<file path="src/rtl/jtcop_bank_arb.sv">
// Round-robin arbiter: four SDRAM bank ports onto one single-port memory command interface.
// Optional macro JTCOP_ARB_PRIO0_EN gives bank 0 absolute priority over the round-robin.
module jtcop_bank_arb #(
   parameter int AW    = 22,
   parameter int BURST = 2
)(
   input  logic          clk,
   input  logic          rst,
   input  logic [AW-1:0] ba0_addr,
   input  logic [AW-1:0] ba1_addr,
   input  logic [AW-1:0] ba2_addr,
   input  logic [AW-1:0] ba3_addr,
   input  logic [3:0]    ba_rd,
   input  logic          ba_wr,
   input  logic [15:0]   ba0_din,
   input  logic [1:0]    ba0_din_m,
   output logic [3:0]    ba_ack,
   output logic [3:0]    ba_dst,
   output logic [3:0]    ba_dok,
   output logic [3:0]    ba_rdy,
   output logic [15:0]   data_read,
   output logic          mem_req,
   output logic [AW-1:0] mem_addr,
   output logic          mem_we,
   output logic [15:0]   mem_din,
   output logic [1:0]    mem_mask,
   input  logic          mem_gnt,
   input  logic          mem_vld,
   input  logic [15:0]   mem_dout
);

   typedef enum logic [1:0] {IDLE, CMD, DATA} state_t;

   localparam logic [1:0] LAST = 2'(BURST - 1);

   state_t        st;
   logic [1:0]    ptr;
   logic [1:0]    win;
   logic [1:0]    cnt;
   logic [3:0]    req;
   logic [3:0]    req_rr;
   logic [1:0]    pick;
   logic          wr_sel;
   logic [AW-1:0] addr_sel;

   always_comb begin
      req    = {ba_rd[3:1], ba_rd[0] | ba_wr};
      req_rr = req;
`ifdef JTCOP_ARB_PRIO0_EN
      req_rr[0] = 1'b0;
`endif
   end

   // Scan from the farthest slot back to ptr so the last hit is the first in rotation order
   always_comb begin
      logic [1:0] idx;
      idx  = '0;
      pick = ptr;
      for (int unsigned k = 0; k < 4; k++) begin
         idx = ptr + 2'(3 - k);
         if (req_rr[idx]) pick = idx;
      end
`ifdef JTCOP_ARB_PRIO0_EN
      if (req[0]) pick = 2'd0;
`endif
   end

   always_comb begin
      wr_sel = (pick == 2'd0) && ba_wr;
      case (pick)
         2'd0:    addr_sel = ba0_addr;
         2'd1:    addr_sel = ba1_addr;
         2'd2:    addr_sel = ba2_addr;
         default: addr_sel = ba3_addr;
      endcase
   end

   always_ff @(posedge clk or posedge rst) begin
      if (rst) begin
         st        <= IDLE;
         ptr       <= '0;
         win       <= '0;
         cnt       <= '0;
         ba_ack    <= '0;
         ba_dst    <= '0;
         ba_dok    <= '0;
         ba_rdy    <= '0;
         data_read <= '0;
         mem_req   <= 1'b0;
         mem_addr  <= '0;
         mem_we    <= 1'b0;
         mem_din   <= '0;
         mem_mask  <= '0;
      end else begin
         ba_ack <= '0;
         ba_dst <= '0;
         ba_dok <= '0;
         ba_rdy <= '0;
         case (st)
            IDLE: begin
               if (|req) begin
                  win      <= pick;
                  mem_addr <= addr_sel;
                  mem_we   <= wr_sel;
                  if (wr_sel) begin
                     mem_din  <= ba0_din;
                     mem_mask <= ba0_din_m;
                  end
                  mem_req  <= 1'b1;
                  st       <= CMD;
               end
            end
            CMD: begin
               if (mem_gnt) begin
                  mem_req     <= 1'b0;
                  ba_ack[win] <= 1'b1;
                  cnt         <= '0;
                  st          <= DATA;
               end
            end
            DATA: begin
               if (mem_vld) begin
                  ba_dok[win] <= 1'b1;
                  if (cnt == 2'd0) ba_dst[win] <= 1'b1;
                  if (!mem_we) data_read <= mem_dout;
                  // A write finishes on its single completion beat
                  if (mem_we || cnt == LAST) begin
                     ba_rdy[win] <= 1'b1;
                     st          <= IDLE;
`ifdef JTCOP_ARB_PRIO0_EN
                     if (win != 2'd0) ptr <= win + 2'd1;
`else
                     ptr <= win + 2'd1;
`endif
                  end else begin
                     cnt <= cnt + 2'd1;
                  end
               end
            end
            default: st <= IDLE;
         endcase
      end
   end

endmodule

</file>
<file path="config.mk">
export PLATFORM = sky130hd
export DESIGN_NAME = jtcop_bank_arb
export DESIGN_NICKNAME = d
export VERILOG_FILES = /design/src/rtl/jtcop_bank_arb.sv
export SDC_FILE = /design/constraint.sdc
export NUM_CORES = 1
export LEC_CHECK = 0
export ABC_AREA = 1
export BUFFER_PORTS_ARGS = -buffer_cell sky130_fd_sc_hd__buf_4
export CORE_AREA = 3 3 102 104
export CTS_CLUSTER_DIAMETER = 80
export CTS_CLUSTER_SIZE = 25
export DETAILED_ROUTE_END_ITERATION = 12
export DIE_AREA = 0 0 105 107
export PLACE_DENSITY = 0.86
export SLEW_MARGIN = 10
export SYNTH_ARGS = -nofsm -noshare
export SYNTH_HDL_FRONTEND = slang
export SYNTH_SLANG_ARGS = --single-unit
</file>
<file path="constraint.sdc">
create_clock -name clk -period 3.5 [get_ports clk]
set_input_delay 0.35 -clock clk [delete_from_list [all_inputs] [get_ports clk]]
set_output_delay 0.35 -clock clk [all_outputs]
set_load 0.03 [all_outputs]
</file>
; Yosys cells after proc, flatten, opt, wreduce, memory -nomap -nowiden
; Cells that the tools add are included.
[totals]
register_bits = 82
word_cells = 90
output_inout_bits = 74
input_bits = 131
[op_classes]
n_mux = 37
add_sub_neg = 5
n_bitwise = 2
n_lt_le_gt_ge = 6
n_eq_ne = 10
n_reduce_logical = 16
[op_table]
columns = op, count
row1 = 22-bit one-hot mux with 3 select lines, 1
row2 = 4-bit two-way mux, 10
row3 = 2-bit two-way mux, 11
row4 = "2-bit by 3-bit < comparator with 1-bit output, second input constant", 5
row5 = 3-bit AND reduction, 4
row6 = "2-bit != test, second input constant", 5
row7 = 1-bit binary-select mux with 2-bit select, 4
row8 = 4-bit AND reduction, 2
row9 = 1-bit two-way mux, 7
row10 = "2-bit by 1-bit adder with 2-bit output, second input constant", 3
row11 = "2-bit by 1-bit equality test with 1-bit output, second input constant", 3
row12 = 2-bit logical NOT, 3
row13 = 2-bit one-hot mux with 3 select lines, 1
row14 = "2-bit adder, second input constant", 2
row15 = "2-bit equality test, second input constant", 2
row16 = 2-bit one-hot mux with 2 select lines, 1
row17 = 2-bit nonzero test, 2
row18 = 4-bit OR reduction, 1
row19 = 1-bit demux with 2-bit select, 1
row20 = "2-bit by 1-bit >= comparator with 1-bit output, second input constant", 1
row21 = 1-bit logical AND, 2
row22 = 1-bit one-hot mux with 2 select lines, 1
row23 = 2-bit AND reduction, 1
row24 = 1-bit logical OR, 1
row25 = 2 further kinds, 2

; Depth between registers and ports, before layout
; Gate-level depths: netlist of the first run.
[logic_depth]
word_depth = 10
mapped_depth = 18
mapped_depth_nobuf = 16

; Worst setup path after synthesis of the first run
; No wires, ideal clock.
[synth_timing]
path_kind = flip-flop to flip-flop
startpoint = register ptr[0]
endpoint = register mem_addr[0]
slack_ps = 1698
t_required_ps = 3383
setup_ps = 117
arrival_time_ps = 1685
stages_incl_launch_ff = 18
synth_period_minus_slack_ps = 1802
path_buffers = 3
path_cell_list = dfrtp_1 buf_4 nand2_1 nand2_2 inv_2 nand3_1 nand2_1 inv_2 nand2_2 nand3_2 nand2_4 buf_6 buf_6 nand3b_1 nand2_1 inv_1 nand2_1 nand2_1
[synth_via]
elab_chain_len = 9
word_cells_on_any_way = 19
classes_between = 3 x add/sub / 2 x eq/ne / 13 x mux / 1 x reduce/logical
[synth_rtl]
columns = item, line
row1 = "start, declared", 37  ; logic [1:0] ptr;
row2 = "start signal, assigned", 133  ; ptr <= win + 2'd1;
row3 = 2-bit adder, 60  ; idx = ptr + 2'(3 - k);
row4 = 1-bit binary-select mux with 2-bit select, 61  ; if (req_rr[idx]) pick = idx;
row5 = 1-bit two-way mux (implied by the code), 61
row6 = 2-bit two-way mux (3 in a row), 61
row7 = 2-bit two-way mux (*), 61
row8 = "2-bit equality test, or another cell as far along", 70  ; case (pick)
row9 = 22-bit one-hot mux with 3 select lines (*), 70
row10 = "end signal, assigned", 103  ; mem_addr <= addr_sel;
row11 = "end, declared", 23  ; output logic [AW-1:0] mem_addr,
; Mark *: on every way between the ends. The rest lies on a longest branch, timed or not. The select of a mux whose other input is x is not followed.
; A chain may end at the register's enable or synchronous reset.

; Final worst setup path of the first run
[layout_timing]
startpoint = register ptr[0]
endpoint = register mem_addr[7]
; Same word-level chain as after synthesis.

==> key figures, run 1 <==
Outcome
  • Status: complete, no violations

Worst hold path
  • Hold Startpoint: mem_dout[11]
  • Hold WC Path Type: in2reg
  • Hold endpoint: data_read[11]
  • WHS Path Cells: 2

Setup path
  • Worst reg2reg path endpoint: mem_addr[7]
  • Max stage delay on crit path: 570 ps
  • Critical Path Start: ptr[0]
  • Critical Path Fanout Max: 57
  • CP Cell Sequence: inv_1, nand2_1, nand2_2, inv_2, nand3_1, nand2_1, inv_2, nand2_2, nand2_2, nand2_4, nand2_4, nor2_2, nand2_1, nand3_1, nand2_1, nand2_1
  • CP max-delay cell: nor2_2
  • Required @ worst endpoint: about 3800 ps
  • Most common cell on crit path: nand2_1
  • Worst Setup Start Kind: flop
  • Top delay family on crit path: simple AND/OR/NAND/NOR gates
  • Flop2flop setup slack: 570 ps
  • CP Capture Type: flop
  • Arr. time, crit path: 3220 ps
  • Buf/Inv on CP: 3
  • Worst r2r src: ptr[0]
  • Crit path kind: reg2reg
  • Worst r2r path cells: 16

Synth
  • Synth Instances: about 520
  • Synth unique cells: 28
  • Area share of the largest cell type after synthesis: 0.478
  • Cell Area, Synth: about 0.0043 mm2
  • Synth area leader: dfrtp_1
  • Mapped Nets: around 660
  • Area contributors post-synth: dfrtp_1 48%, nand2_1 13%, inv_1 5.7%
  • Post-synthesis sequential area ratio: 0.478
  • Yosys warns: 0
  • Synth Register Bits: 82
  • Avg Cell Area, Syn: 8.19 um2

Timing
  • Setup violators final: 0
  • Min Clock Period, post-route: ~3000 ps
  • Part of the cycle the worst path needs: 0.837
  • Fmax: ~340 MHz
  • Pins Over Slew Limit: 0
  • Worst-Margin Slew: 1120 ps
  • Clk_skew: between 10 and 15 ps
  • Fin. Hold Viols: 0
  • Slew margin rel.: 0.251
  • RSZ-0062 raised after global routing: no
  • Sum Neg Setup Slack: 0 ps

Placement
  • Dpl hpwl: approximately 9.4 mm
  • GP Congestion: approximately 0.85
  • Placed Instance Area: between 0.005 and 0.006 mm2
  • Port-buffer cells: 204

Clock tree
  • Post-CTS resize count: 0
  • Clock buffer depth: 2
  • Post-CTS setup buffer count: 0
  • CTS HTree Levels: 3
  • Clk Latency, worst-skew pair: around 350 ps
  • Reg clk slew, reported paths: 90 ps
  • Clock root cell: clkbuf_8
  • Total CTS buffers: 9
  • Hold buffers post-CTS: 0
  • Num Clock Sinks: about 80
  • Clock tree from TritonCTS: done

Global route
  • Antenna violations before repair: 0
  • Largest net degree at the start of global routing: 66
  • Grt total ovfl: 0
  • Global-route wire length before repair: just under 20 mm
  • GRT Util Overall: 0.217
  • Vias in the first global route: between 4000 and 5000

Drt
  • Vias per std cell: between 4 and 5
  • Drt wl/cell: 14.8 um
  • Drt drc: 0
  • First drt pass iteration count: 4
  • Via count: 4179
  • ANT nets after route: 0
  • Routed wire length: about 13 mm
  • DR iter-0 viols: 193

Cells and area
  • Total Nets Final: between 800 and 900
  • # diodes: 0
  • Synth-to-Final Area Change: 41.3%
  • Final instance area: around 0.006 mm2
  • Share of cells above drive strength 1: 0.356

Floorplan
  • Die Wd: about 110 um
  • Row cnt: 36
  • Core Area: about 0.0096 mm2
  • Die Ht: between 100 and 150 um
  • Die ar.: ~0.011 mm2
  • # IOs: a little over 200
  • Initial Utilization: 0.445

Power and ir drop
  • Worst vdd rail ir drop: ~550 uV
  • Pwr/cell area: 1030 mW/mm2
  • Leakage: about 0.0034 uW

Run
  • Max-cap viol count: 0
layout by cell type, fill, tap and decap left out:
cell type   count
clkinv_2        1
inv_6           1
clkbuf_1        1
ha_1            6
inv_1          64
bufinv_16       1
nand4_1        23
nand3_1        41
nand3_2         1
nor2_2          1
o21ai_1        23
clkbuf_8       10
o21bai_2        1
nor2_1         20
o21bai_1        9
nand2_1       150
a21oi_1         2
clkinvlp_4      3
nand2_4         3
mux2_2         16
nand3b_1       22
buf_4         208
nor3_1          4
o21ai_0        16
nand3_4         1
dfrtp_1        82
nor2_4          1
nand2_2         3
inv_2           6
clkinv_1        1
state kept, by name, indices dropped and copies added (netlist names):
signal     count
ptr            2
ba_ack         4
mem_mask       2
ba_dst         4
mem_addr      22
mem_we         1
data_read     16
mem_req        1
ba_dok         4
win            2
mem_din       16
ba_rdy         4
cnt            2
st             2
report_power, final:
| part | leakage [uW] | switching [uW] | internal [uW] |
|---|---|---|---|
| Sequential | 0.00104 | 238 | 1340 |
| Combinational | 0.00223 | 2590 | 1360 |
| Clock | 0.0000922 | 352 | 352 |
layer usage:
layer | track usage | wire (um) | vias up
li1 | - | - | 2054
met1 | 0.263 | 5090 | 1918
met2 | 0.379 | 6370 | 185
met3 | 0.0524 | 892 | 22
met4 | 0.0712 | 265 | 0
met5 | 0 | 0 | -
through the flow:
stage,utilization,std cells,hold slack (ps),setup WS [ps],total power (uW)
floorplan,-,524,483,1040,4510
global placement,0.608,838,466,778,5390
detailed placement,0.608,838,465,622,5540
CTS,0.629,854,215,589,6250
global route,0.629,854,209,263,6740
finish,0.629,854,224,571,6230
synth_stat cells (all sizes together):
cell type,n
o21ai,39
nor2,22
inv,71
clkbuf,12
nand3,43
mux2,16
nand3b,22
nor3,4
o21bai,10
dfrtp,82
ha,6
buf,15
clkinv,1
a21oi,2
nand4,23
nand2,156
cell families (layout without fill, tap and decap cells):
family	count (synthesis)	count (layout)	synth area share
buf+inv	99	296	0.100
flops	82	82	0.478
simple gates	270	270	0.296
fa+ha+maj	6	6	0.0175
compound gates	51	51	0.0662
mux	16	16	0.0420
worst max-delay path by stage:
stage / to / slack (ps) / depth (start not counted)
6_report: mem_addr[7] / 570 / 16
3_3_place_gp: mem_addr[20] / 780 / 16
2_1_floorplan: ba_ack[0] / 1040 / 1
5_1_grt: mem_addr[7] / 260 / 16
4_1_cts: mem_addr[21] / 590 / 16
3_5_place_dp: mem_addr[21] / 620 / 16
layout make-up:
type / instances / area [um2]
Clock inverter: 5 / 61.3
Fill cell: 862 / 3580
Tap cell: 133 / 166
Inverter: 72 / 272
Clock buffer: 11 / 141
Sequential cell: 82 / 2050
Multi-Input combinational cell: 343 / 1810
Timing Repair Buffer: 208 / 1560
Note: power is estimated with default switching activity, not from simulation.
==> run 2: changes to the inputs <==
--- a/config.mk
+++ b/config.mk
@@ -5,14 +5,14 @@
 export SDC_FILE = /design/constraint.sdc
 export NUM_CORES = 1
 export LEC_CHECK = 0
-export ABC_AREA = 1
+export ABC_AREA = 0
 export BUFFER_PORTS_ARGS = -buffer_cell sky130_fd_sc_hd__buf_4
-export CORE_AREA = 3 3 102 104
+export CORE_AREA = 3 3 101 103
 export CTS_CLUSTER_DIAMETER = 80
 export CTS_CLUSTER_SIZE = 25
 export DETAILED_ROUTE_END_ITERATION = 12
-export DIE_AREA = 0 0 105 107
-export PLACE_DENSITY = 0.86
+export DIE_AREA = 0 0 104 106
+export PLACE_DENSITY = 0.85
 export SLEW_MARGIN = 10
 export SYNTH_ARGS = -nofsm -noshare
 export SYNTH_HDL_FRONTEND = slang
==> constraint.sdc (replaced) <==
create_clock -name clk -period 2.5 [get_ports clk]
set_input_delay 0.25 -clock clk [delete_from_list [all_inputs] [get_ports clk]]
set_output_delay 0.25 -clock clk [all_outputs]
set_load 0.03 [all_outputs]
==> key figures, run 2 <==
Floorplan
  • Core Area: 0.00928 mm2 (-3.7%)
  • Die ar.: 0.0110 mm2 (-1.9%)
  • # IOs: 205 (unchanged)
  • Row cnt: 35 (-2.8%)
  • Die Wd: 104 um (-0.95%)
  • Die Ht: 106 um (-0.93%)
  • Initial Utilization: 0.413 (-0.0322)

Timing
  • Min Clock Period, post-route: 2010 ps (-921 ps)
  • Part of the cycle the worst path needs: 0.803 (-0.0336)
  • Fmax: 498 MHz (+46%)
  • Fin. Hold Viols: 23 (+23)
  • Pins Over Slew Limit: 0 (unchanged)
  • Sum Neg Setup Slack: 0 ps (unchanged)
  • Clk_skew: 10.2 ps (-2.39 ps)
  • Worst-Margin Slew: 963 ps (-161 ps)
  • Setup violators final: 0 (unchanged)
  • RSZ-0062 raised after global routing: no
  • Slew margin rel.: 0.358 (+0.107)
  • Hold WS: -11.0 ps (-235 ps)

Setup path
  • CP Capture Type: flop
  • Crit path kind: reg2reg
  • Arr. time, crit path: 2230 ps (-990 ps)
  • Required @ worst endpoint: 2720 ps (-1080 ps)
  • Buf/Inv on CP: 0 (-3)
  • Most common cell on crit path: a211oi_1
  • Top delay family on crit path: compound AO/OA/AOI/OAI gates
  • CP max-delay cell: a2111o_1
  • Max stage delay on crit path: 770 ps (+200 ps)
  • Critical Path Fanout Max: 23 (-60%)
  • CP Cell Sequence: o221ai_1, a2111o_1, a211oi_1, a211oi_1
  • Worst Setup Start Kind: flop

Synth
  • Most frequent cell after synthesis: dfrtp_1
  • Synth Instances: 323 (-38%)
  • Synth Area in XOR/XNOR: 0 (unchanged)
  • Mapped Nets: 460 (-30%)
  • Synth unique cells: 31 (+11%)
  • Synth Area in Adders: 0.0196 (+0.00208)
  • Area contributors post-synth: dfrtp_1 54%, a211oi_1 8.8%, mux2_2 7.6%
  • Avg Cell Area, Syn: 11.9 um2 (+45%)
  • Synth async-reset ratio: 1.00 (unchanged)
  • Compound-Gate Fraction of Synth Area: 0.122 (+0.0562)
  • Combinational family with the most area after synthesis: multiplexers
  • Cell Area, Synth: 0.00383 mm2 (-11%)
  • Post-synthesis sequential area ratio: 0.535 (+0.0570)
  • EDFF count, synth: 0 (unchanged)
  • Main synth FF type: dfrtp_1
  • Simple-gate share of the synthesized area: 0.120 (-0.176)
  • Synth area leader: dfrtp_1
  • Synth cell count leaders: 82 x dfrtp_1, 45 x a211oi_1, 30 x nor2_1, 28 x and3_1, 26 x mux2_2
  • Synth Register Bits: 82 (unchanged)
  • Yosys warns: 0 (unchanged)
  • Proportion of synthesized area in mux cells: 0.169 (+0.127)
  • Area share of the largest cell type after synthesis: 0.535 (+0.0570)

Placement
  • Placed Instance Area: 0.00551 mm2 (-5.9%)
  • GP Congestion: 0.832 (-2.0%)
  • Cells after DPL: 644 (-23%)
  • Dpl hpwl: 8.24 mm (-13%)
  • Port-buffer cells: 204 (unchanged)

Drt
  • DR iter-0 viols: 100 (-48%)
  • Via count: 3329 (-20%)
  • Drt wl/cell: 16.1 um (+8.7%)
  • ANT nets after route: 0 (unchanged)
  • First drt pass iteration count: 4 (unchanged)
  • Vias per std cell: 5.04 (+3.1%)
  • Drt drc: 0 (unchanged)
  • Routed wire length: 10.6 mm (-16%)

Cells and area
  • Most flop-heavy register: mem_addr
  • Largest regs: mem_addr (22), data_read (16), mem_din (16)
  • Total Nets Final: 663 (-22%)
  • Fillers: 769 (-11%)
  • Most frequent cells in the layout: 210 x buf_4, 82 x dfrtp_1, 45 x a211oi_1, 30 x nor2_1, 28 x and3_1
  • Synth-to-Final Area Change: 48.4%
  • # diodes: 0 (unchanged)
  • Commonest non-fill, non-tap cell in the layout: buf_4
  • Post-Layout Cell Count: 660 (-23%)
  • Share of cells above drive strength 1: 0.505 (+0.148)
  • Number of flip-flops in the largest register: 22 (unchanged)
  • Final instance area: 0.00569 mm2 (-6.1%)

Global route
  • GRT Util Overall: 0.194 (-0.0231)
  • Largest net degree at the start of global routing: 43 (-35%)
  • Antenna violations before repair: 0 (unchanged)
  • Grt total ovfl: 0 (unchanged)
  • Global-route wire length before repair: 17.2 mm (-12%)
  • Vias in the first global route: 3501 (-14%)

Clock tree
  • Num Clock Sinks: 82 (unchanged)
  • Hold buffers post-CTS: 0 (unchanged)
  • Clock buffer depth: 2 (unchanged)
  • Post-CTS resize count: 0 (unchanged)
  • Total CTS buffers: 9 (unchanged)
  • Clock root cell: clkbuf_8
  • Post-CTS setup buffer count: 0 (unchanged)
  • Clk Latency, worst-skew pair: 360 ps (about the same)
  • Reg clk slew, reported paths: 90 ps (about the same)
  • Clock tree from TritonCTS: done
  • CTS HTree Levels: 3 (unchanged)

Outcome
  • Status: finished, violations left
  • Failing checks: hold timing

Power and ir drop
  • Pwr/cell area: 1190 mW/mm2 (+16%)
  • Leakage: 0.00285 uW (-15%)
  • Worst vdd rail ir drop: 501 uV (-8.9%)

Worst hold path
  • Hold WC Path Type: in2async

Run
  • Max-cap viol count: 0 (unchanged)
run 2: cell count changes after synthesis, sizes merged, moves of 28 or more:
| cell | delta |
|---|---|
| a211oi | +45 |
| and3 | +28 |
| inv | -63 |
| nand2 | -146 |
| nand3 | -43 |
| o21ai | -34 |
run 2: metrics by stage:
step            util  setup slack (ps)  power, uW
6_report       0.613               492       6800
5_1_grt        0.613               389       7220
4_1_cts        0.613               504       6870
3_5_place_dp   0.594               436       5980
3_3_place_gp   0.594               550       5850
2_1_floorplan      -               142       4590
run 2: worst paths after layout:
| path | slack, ps | startpoint | cells past startpoint | end |
|---|---|---|---|---|
| setup / recovery | 490 | ptr[1] | 4 | mem_addr[17] |
| hold / removal | -10 | rst | 2 | mem_din[10] |
| setup reg to reg | 490 | ptr[1] | 4 | mem_addr[17] |
| hold reg to reg | 510 | data_read[5] | 1 | data_read[5] |
| max in group asynchronous | 1840 | rst | 3 | data_read[3] |
| min in group clk | 90 | mem_gnt | 2 | st[0] |
run 2: logic make-up after synthesis:
family | Yosys count
adder cells (fa/ha/maj) | 6
multiplexers | 57
AND/OR/NAND/NOR | 88
AO/OA/AOI/OAI | 62
buffers and inverters | 28
flip-flops | 82
run 2: report_power, final:
part	internal [uW]	switching, uW
registers	1880	356
logic	1550	2130
clock network	369	506
run 2: cell type report:
type | count | area [um2] | share of cell area
sequential | 82 | 2050 | 0.361
timing repair buffer | 212 | 1620 | 0.284
multi-input combinational | 213 | 1650 | 0.290
clock buffer | 10 | 128 | 0.0224
inverter | 8 | 31.3 | 0.00550
clock inverter | 6 | 48.8 | 0.00858
tap | 129 | 161 | 0.0284
run 2: per-layer routing:
metal,vias up,track usage,share of wire
li1,1574,-,-
met1,1570,0.228,0.40
met2,170,0.335,0.50
met3,15,0.0589,0.082
met4,0,0.0712,0.016
met5,-,0,0
